`src/rtl/mem_bus_arbiter_pkg.sv`:
```
// Shared types and constants for the IF/MEM memory bus arbiter.
// State encoding, full byte-enable mask and default bus widths.
package mem_bus_arbiter_pkg;

    localparam int ADDR_W_DEF = 32;
    localparam int DATA_W_DEF = 32;
    localparam int BE_W       = 4;

    localparam logic [BE_W-1:0] BE_FULL = 4'b1111;

    typedef enum logic [1:0] {
        ST_IDLE    = 2'd0,
        ST_DM_BUSY = 2'd1,
        ST_IF_BUSY = 2'd2
    } arb_state_t;

endpackage

```
`src/rtl/mem_bus_arbiter.sv`:
```
// Arbitrates one variable-latency memory bus between instruction fetch
// and data access, with pipeline stall, flush discard and a transfer watchdog.
module mem_bus_arbiter
    import mem_bus_arbiter_pkg::*;
#(
    parameter int ADDR_W  = ADDR_W_DEF,
    parameter int DATA_W  = DATA_W_DEF,
    parameter int TIMEOUT = 255
) (
    input  logic              clk,
    input  logic              rst,
    input  logic              flush,
    input  logic              if_req,
    input  logic [ADDR_W-1:0] if_addr,
    output logic [DATA_W-1:0] if_rdata,
    output logic              if_ack,
    input  logic              dm_dce,
    input  logic [BE_W-1:0]   dm_we,
    input  logic [BE_W-1:0]   dm_dre,
    input  logic [ADDR_W-1:0] dm_addr,
    input  logic [DATA_W-1:0] dm_wdata,
    output logic [DATA_W-1:0] dm_rdata,
    output logic              dm_ack,
    output logic              bus_err,
    output logic              stall_req,
    output logic              bus_req,
    output logic [ADDR_W-1:0] bus_addr,
    output logic [BE_W-1:0]   bus_be,
    output logic              bus_we,
    output logic [DATA_W-1:0] bus_wdata,
    input  logic [DATA_W-1:0] bus_rdata,
    input  logic              bus_ready
);

    localparam int WD_W = $clog2(TIMEOUT + 1);
    localparam logic [WD_W-1:0] WD_LAST = WD_W'(TIMEOUT - 1);
    localparam logic [WD_W-1:0] WD_ONE  = WD_W'(1);

    arb_state_t        r_state;
    logic [WD_W-1:0]   r_wdog;
    logic              r_discard;
    logic              r_bus_req;
    logic [ADDR_W-1:0] r_bus_addr;
    logic [BE_W-1:0]   r_bus_be;
    logic              r_bus_we;
    logic [DATA_W-1:0] r_bus_wdata;
    logic [DATA_W-1:0] r_if_rdata;
    logic [DATA_W-1:0] r_dm_rdata;

    logic              w_expire;
    logic              w_dm_done;
    logic              w_if_done;
    logic              w_if_drop;
    logic              w_if_ack;
    logic [DATA_W-1:0] w_cap_data;

    // bus_ready beats an expiring watchdog in the same cycle
    assign w_expire   = (r_state != ST_IDLE) && (r_wdog == WD_LAST) && !bus_ready;
    assign w_dm_done  = (r_state == ST_DM_BUSY) && (bus_ready || w_expire);
    assign w_if_done  = (r_state == ST_IF_BUSY) && (bus_ready || w_expire);
    assign w_if_drop  = r_discard || flush || !if_req;
    assign w_if_ack   = w_if_done && !w_if_drop;
    assign w_cap_data = bus_ready ? bus_rdata : '0;

    assign dm_ack    = w_dm_done;
    assign if_ack    = w_if_ack;
    assign bus_err   = w_expire && (w_dm_done || w_if_ack);
    assign stall_req = !rst && ((dm_dce && !w_dm_done) || (if_req && !w_if_ack));

    assign bus_req   = r_bus_req;
    assign bus_addr  = r_bus_addr;
    assign bus_be    = r_bus_be;
    assign bus_we    = r_bus_we;
    assign bus_wdata = r_bus_wdata;
    assign if_rdata  = r_if_rdata;
    assign dm_rdata  = r_dm_rdata;

    always_ff @(posedge clk or posedge rst) begin
        if (rst) begin
            r_state     <= ST_IDLE;
            r_wdog      <= '0;
            r_discard   <= 1'b0;
            r_bus_req   <= 1'b0;
            r_bus_addr  <= '0;
            r_bus_be    <= '0;
            r_bus_we    <= 1'b0;
            r_bus_wdata <= '0;
            r_if_rdata  <= '0;
            r_dm_rdata  <= '0;
        end else begin
            unique case (r_state)
                ST_IDLE: begin
                    r_wdog    <= '0;
                    r_discard <= 1'b0;
                    // MEM holds the older instruction, so it always wins
                    if (dm_dce) begin
                        r_bus_addr  <= dm_addr;
                        r_bus_be    <= dm_we | dm_dre;
                        r_bus_we    <= |dm_we;
                        r_bus_wdata <= dm_wdata;
                        r_bus_req   <= 1'b1;
                        r_state     <= ST_DM_BUSY;
                    end else if (if_req && !flush) begin
                        r_bus_addr  <= if_addr;
                        r_bus_be    <= BE_FULL;
                        r_bus_we    <= 1'b0;
                        r_bus_wdata <= '0;
                        r_bus_req   <= 1'b1;
                        r_state     <= ST_IF_BUSY;
                    end
                end
                ST_DM_BUSY: begin
                    if (w_dm_done) begin
                        r_state   <= ST_IDLE;
                        r_bus_req <= 1'b0;
                        r_wdog    <= '0;
                        if (!r_bus_we) begin
                            r_dm_rdata <= w_cap_data;
                        end
                    end else begin
                        r_wdog <= r_wdog + WD_ONE;
                    end
                end
                ST_IF_BUSY: begin
                    if (flush) begin
                        r_discard <= 1'b1;
                    end
                    if (w_if_done) begin
                        r_state   <= ST_IDLE;
                        r_bus_req <= 1'b0;
                        r_wdog    <= '0;
                        r_discard <= 1'b0;
                        if (w_if_ack) begin
                            r_if_rdata <= w_cap_data;
                        end
                    end else begin
                        r_wdog <= r_wdog + WD_ONE;
                    end
                end
                default: begin
                    r_state   <= ST_IDLE;
                    r_bus_req <= 1'b0;
                    r_wdog    <= '0;
                end
            endcase
        end
    end

endmodule

```
`config.mk`:
```
export PLATFORM = sky130hd
export DESIGN_NAME = mem_bus_arbiter
export DESIGN_NICKNAME = d
export VERILOG_FILES = /design/src/rtl/mem_bus_arbiter_pkg.sv /design/src/rtl/mem_bus_arbiter.sv
export SDC_FILE = /design/constraint.sdc
export NUM_CORES = 1
export LEC_CHECK = 0
export ABC_AREA = 1
export CELL_PAD_IN_SITES_DETAIL_PLACEMENT = 1
export CELL_PAD_IN_SITES_GLOBAL_PLACEMENT = 1
export CORE_MARGIN = 2
export CORE_UTILIZATION = 32
export CTS_CLUSTER_SIZE = 10
export DETAILED_ROUTE_END_ITERATION = 6
export PLACE_DENSITY = 0.85
export SYNTH_ARGS = -nofsm -noshare
export SYNTH_HDL_FRONTEND = slang
export SYNTH_SLANG_ARGS = --single-unit
```
`constraint.sdc`:
```
create_clock -name clk -period 7.1 [get_ports clk]
set_input_delay 0.71 -clock clk [delete_from_list [all_inputs] [get_ports clk]]
set_output_delay 0.71 -clock clk [all_outputs]
set_load 0.05 [all_outputs]
```
==> results.cfg <==
[logic_synthesis]
synth_edf_count = 0
synth_area_um2 = 6280
synthArstFlopShare_pct = 100
yosysWarnings = 0
ys_seq_elements = 145
synth_flop_cell = dfrtp_1
syn_nets = 870
syn_inst = 723
synth_area_leaders = dfrtp_1 (58%), nand2_1 (16%), inv_1 (4.5%)
synth.yosys.seq_area_share_pct = 57.7
synth_cell_type_count = 30
yosysTopAreaCell = dfrtp_1
synth_top_cell_area_share_pct = 57.7
syn_avg_cell_area_um2 = 8.69

[worst_setup_path]
crit_slowest_cell = clkdlybuf4s50_1
crit_chain = clkdlybuf4s50_1, buf_4, inv_1, nand2_4, nand2_2, buf_4, inv_1, clkdlybuf4s50_1
path_class = primary input to output port
path_buf_inv = 6
regToRegSetupSlack_ns = 4.97
worst-path-stages = 8
worst_setup_path_start_kind = primary input
end_kind = output port
timing.rr.start = r_state[0]
path_max_fanout = 65
cp_slowest_stage_delay_ns = 0.81
critical-path-top-delay-family = buffers and inverters
cp.arrival_ns = 3.15
timing.rr.end = bus_wdata[31]
r2r_cells = 6
crit_required_ns = 6.39

[cts]
clock_latency_ns = 0.42
cts_made_buffers = 17
path_clk_slew_ns = 0.06
post_cts_resized = 0
cts_root_buffer = clkbuf_16
clock_path_buffers = 2
cts_max_level = 4
cts_tree = yes
clock_sinks = 145
post-cts-setup-buffers = 0
cts_hold_buf = 0

[power]
power_density_nw_per_um2 = 511
ir_drop_uv = 224
leakage_nw = 4.60

[sta]
max_freq_mhz = 259
setup-violations-final = 0
rsz0062_at_grt = false
final.setup.worst_slack_ns = 3.24
finalSetupTns_ns = 0
fin_crit_ns = 3.86
fin_skew_ns = 0.00809
slew_viol_final = 0
finalHoldViolations = 0
whs_ns = 0.467
fin_crit_sh_pct = 54.4
max-slew-margin-rel_pct = 30.3
tightest_slew_ns = 1.05

[layout]
drive_above_1_share_pct = 6.30
layout_commonest_cell = clkdlybuf4s50_1
syn_to_final_growth_pct = 56.3
n_antenna_cell = 0
mostFrequentLayoutCells = clkdlybuf4s50_1 (279), nand2_1 (275), dfrtp_1 (145), inv_1 (75), nor2_1 (48)
num-fill-cells = 2237
seqCellArea_um2 = 3630
stdcell_area_um2 = 9820
multi_input_area_um2 = 2110
final_cells = 1265
fin_nets = 1134

[global_route]
grt_antenna_before_repair = 0
grt_use_total_pct = 20.1
grt_pass1_wl_um = 32100
grt_max_degree = 108
gr-total-overflow = 0
grt_pass1_vias = 6081

[placed_design]
placed_cell_area_um2 = 9200
place_congestion = 0.770
dp_slack_ns = 3.24
hpwl_um = 14800
numPortBuffers = 279
placed_cells = 1233

[floorplanning]
pin_count = 280
fp.dieH_um = 144
fp.dieArea_um2 = 20800
fp.dieW_um = 144
fp.coreArea_um2 = 19300
start_util_pct = 32.5
row_count = 51

[run]
drv_cap = 0

[min_path]
min-delay-start = dm_rdata[27]
hold_path.class = flip-flop to flip-flop
holdPathEnd = dm_rdata[27]
whs_path_depth = 2

[drt]
vias = 5753
first_iter_violations = 206
ant_nets = 0
routedWlPerCell_um = 16.3
drt-total-wl_um = 20600
drc = 0
via_per_inst = 4.55
dr.pass1.iters = 4

[status]
status = complete, no violations
logic make-up after synthesis:
group	after synthesis	share of synthesized area [%]
xor gates and xnor gates	6	0.836
buffers and inverters	118	8.78
and+or+nand+nor	342	21.5
AOI/OAI and AO/OA	107	10.1
DFF	145	57.7
adders and majority gates	5	0.996
metal layers:
layer / vias to the layer above / track usage (%) / wire length [um]
met3: 31 / 8.81 / 2010
met1: 2738 / 22.2 / 7970
met2: 217 / 35.1 / 10200
li1: 2767 / - / -
met4: 0 / 6.23 / 403
met5: - / 0 / 0
sequential cells by signal, indices dropped and copies added, names as in the netlist:
signal and cells:
bus_req 1, dm_rdata 32, bus_we 1, r_state 2, r_discard 1, bus_addr 32, bus_be 4, bus_wdata 32
if_rdata 32, r_wdog 8
area by class of cell:
class	instances	area share (%)
Multi-Input combinational cell	460	21.5
Timing Repair Buffer	284	28.8
Inverter	79	3.07
Sequential cell	145	36.9
Clock buffer	18	4.47
Clock inverter	14	1.82
Tap cell	265	3.38
worst max path at each step:
stage | startpoint | endpoint
6_report | bus_ready | if_ack
5_1_grt | bus_ready | if_ack
4_1_cts | bus_ready | if_ack
3_5_place_dp | bus_ready | if_ack
3_3_place_gp | bus_ready | if_ack
2_1_floorplan | rst | bus_addr[0]
cell usage after synthesis, types with 3 or more instances:
master and instances:
dfrtp_1 145, clkbuf_1 12, nor3_1 6, o21ai_0 35
nand2_4 3, nand2_1 275, inv_2 3, ha_1 5
nor2_1 48, inv_1 76, a31oi_1 32, xnor2_1 3
buf_1 3, buf_4 4, o21ai_2 13, nand2_2 3
xor2_1 3, a21oi_1 6, buf_6 11, nand3_1 3
o21ai_1 17, buf_2 9
worst min-delay path, cell delays in order (launching register included):
cell and delay [ns]:
dfrtp_1 0.34, nand2_1 0.05, nand2_1 0.04
power breakdown:
part	total, W	leakage [nW]	internal, W	switching [W]
registers	0.00138	1.82	0.00118	0.000206
logic	0.00269	2.48	0.000839	0.00185
clock network	0.000942	0.299	0.000568	0.000373
stage by stage:
stage	util [%]	power, W
5_1_grt	50.8	0.00528
6_report	50.8	0.00501
2_1_floorplan	-	0.00312
3_5_place_dp	47.6	0.00410
3_3_place_gp	47.6	0.00403
4_1_cts	50.8	0.00507
(Power assumes the default switching activity.)
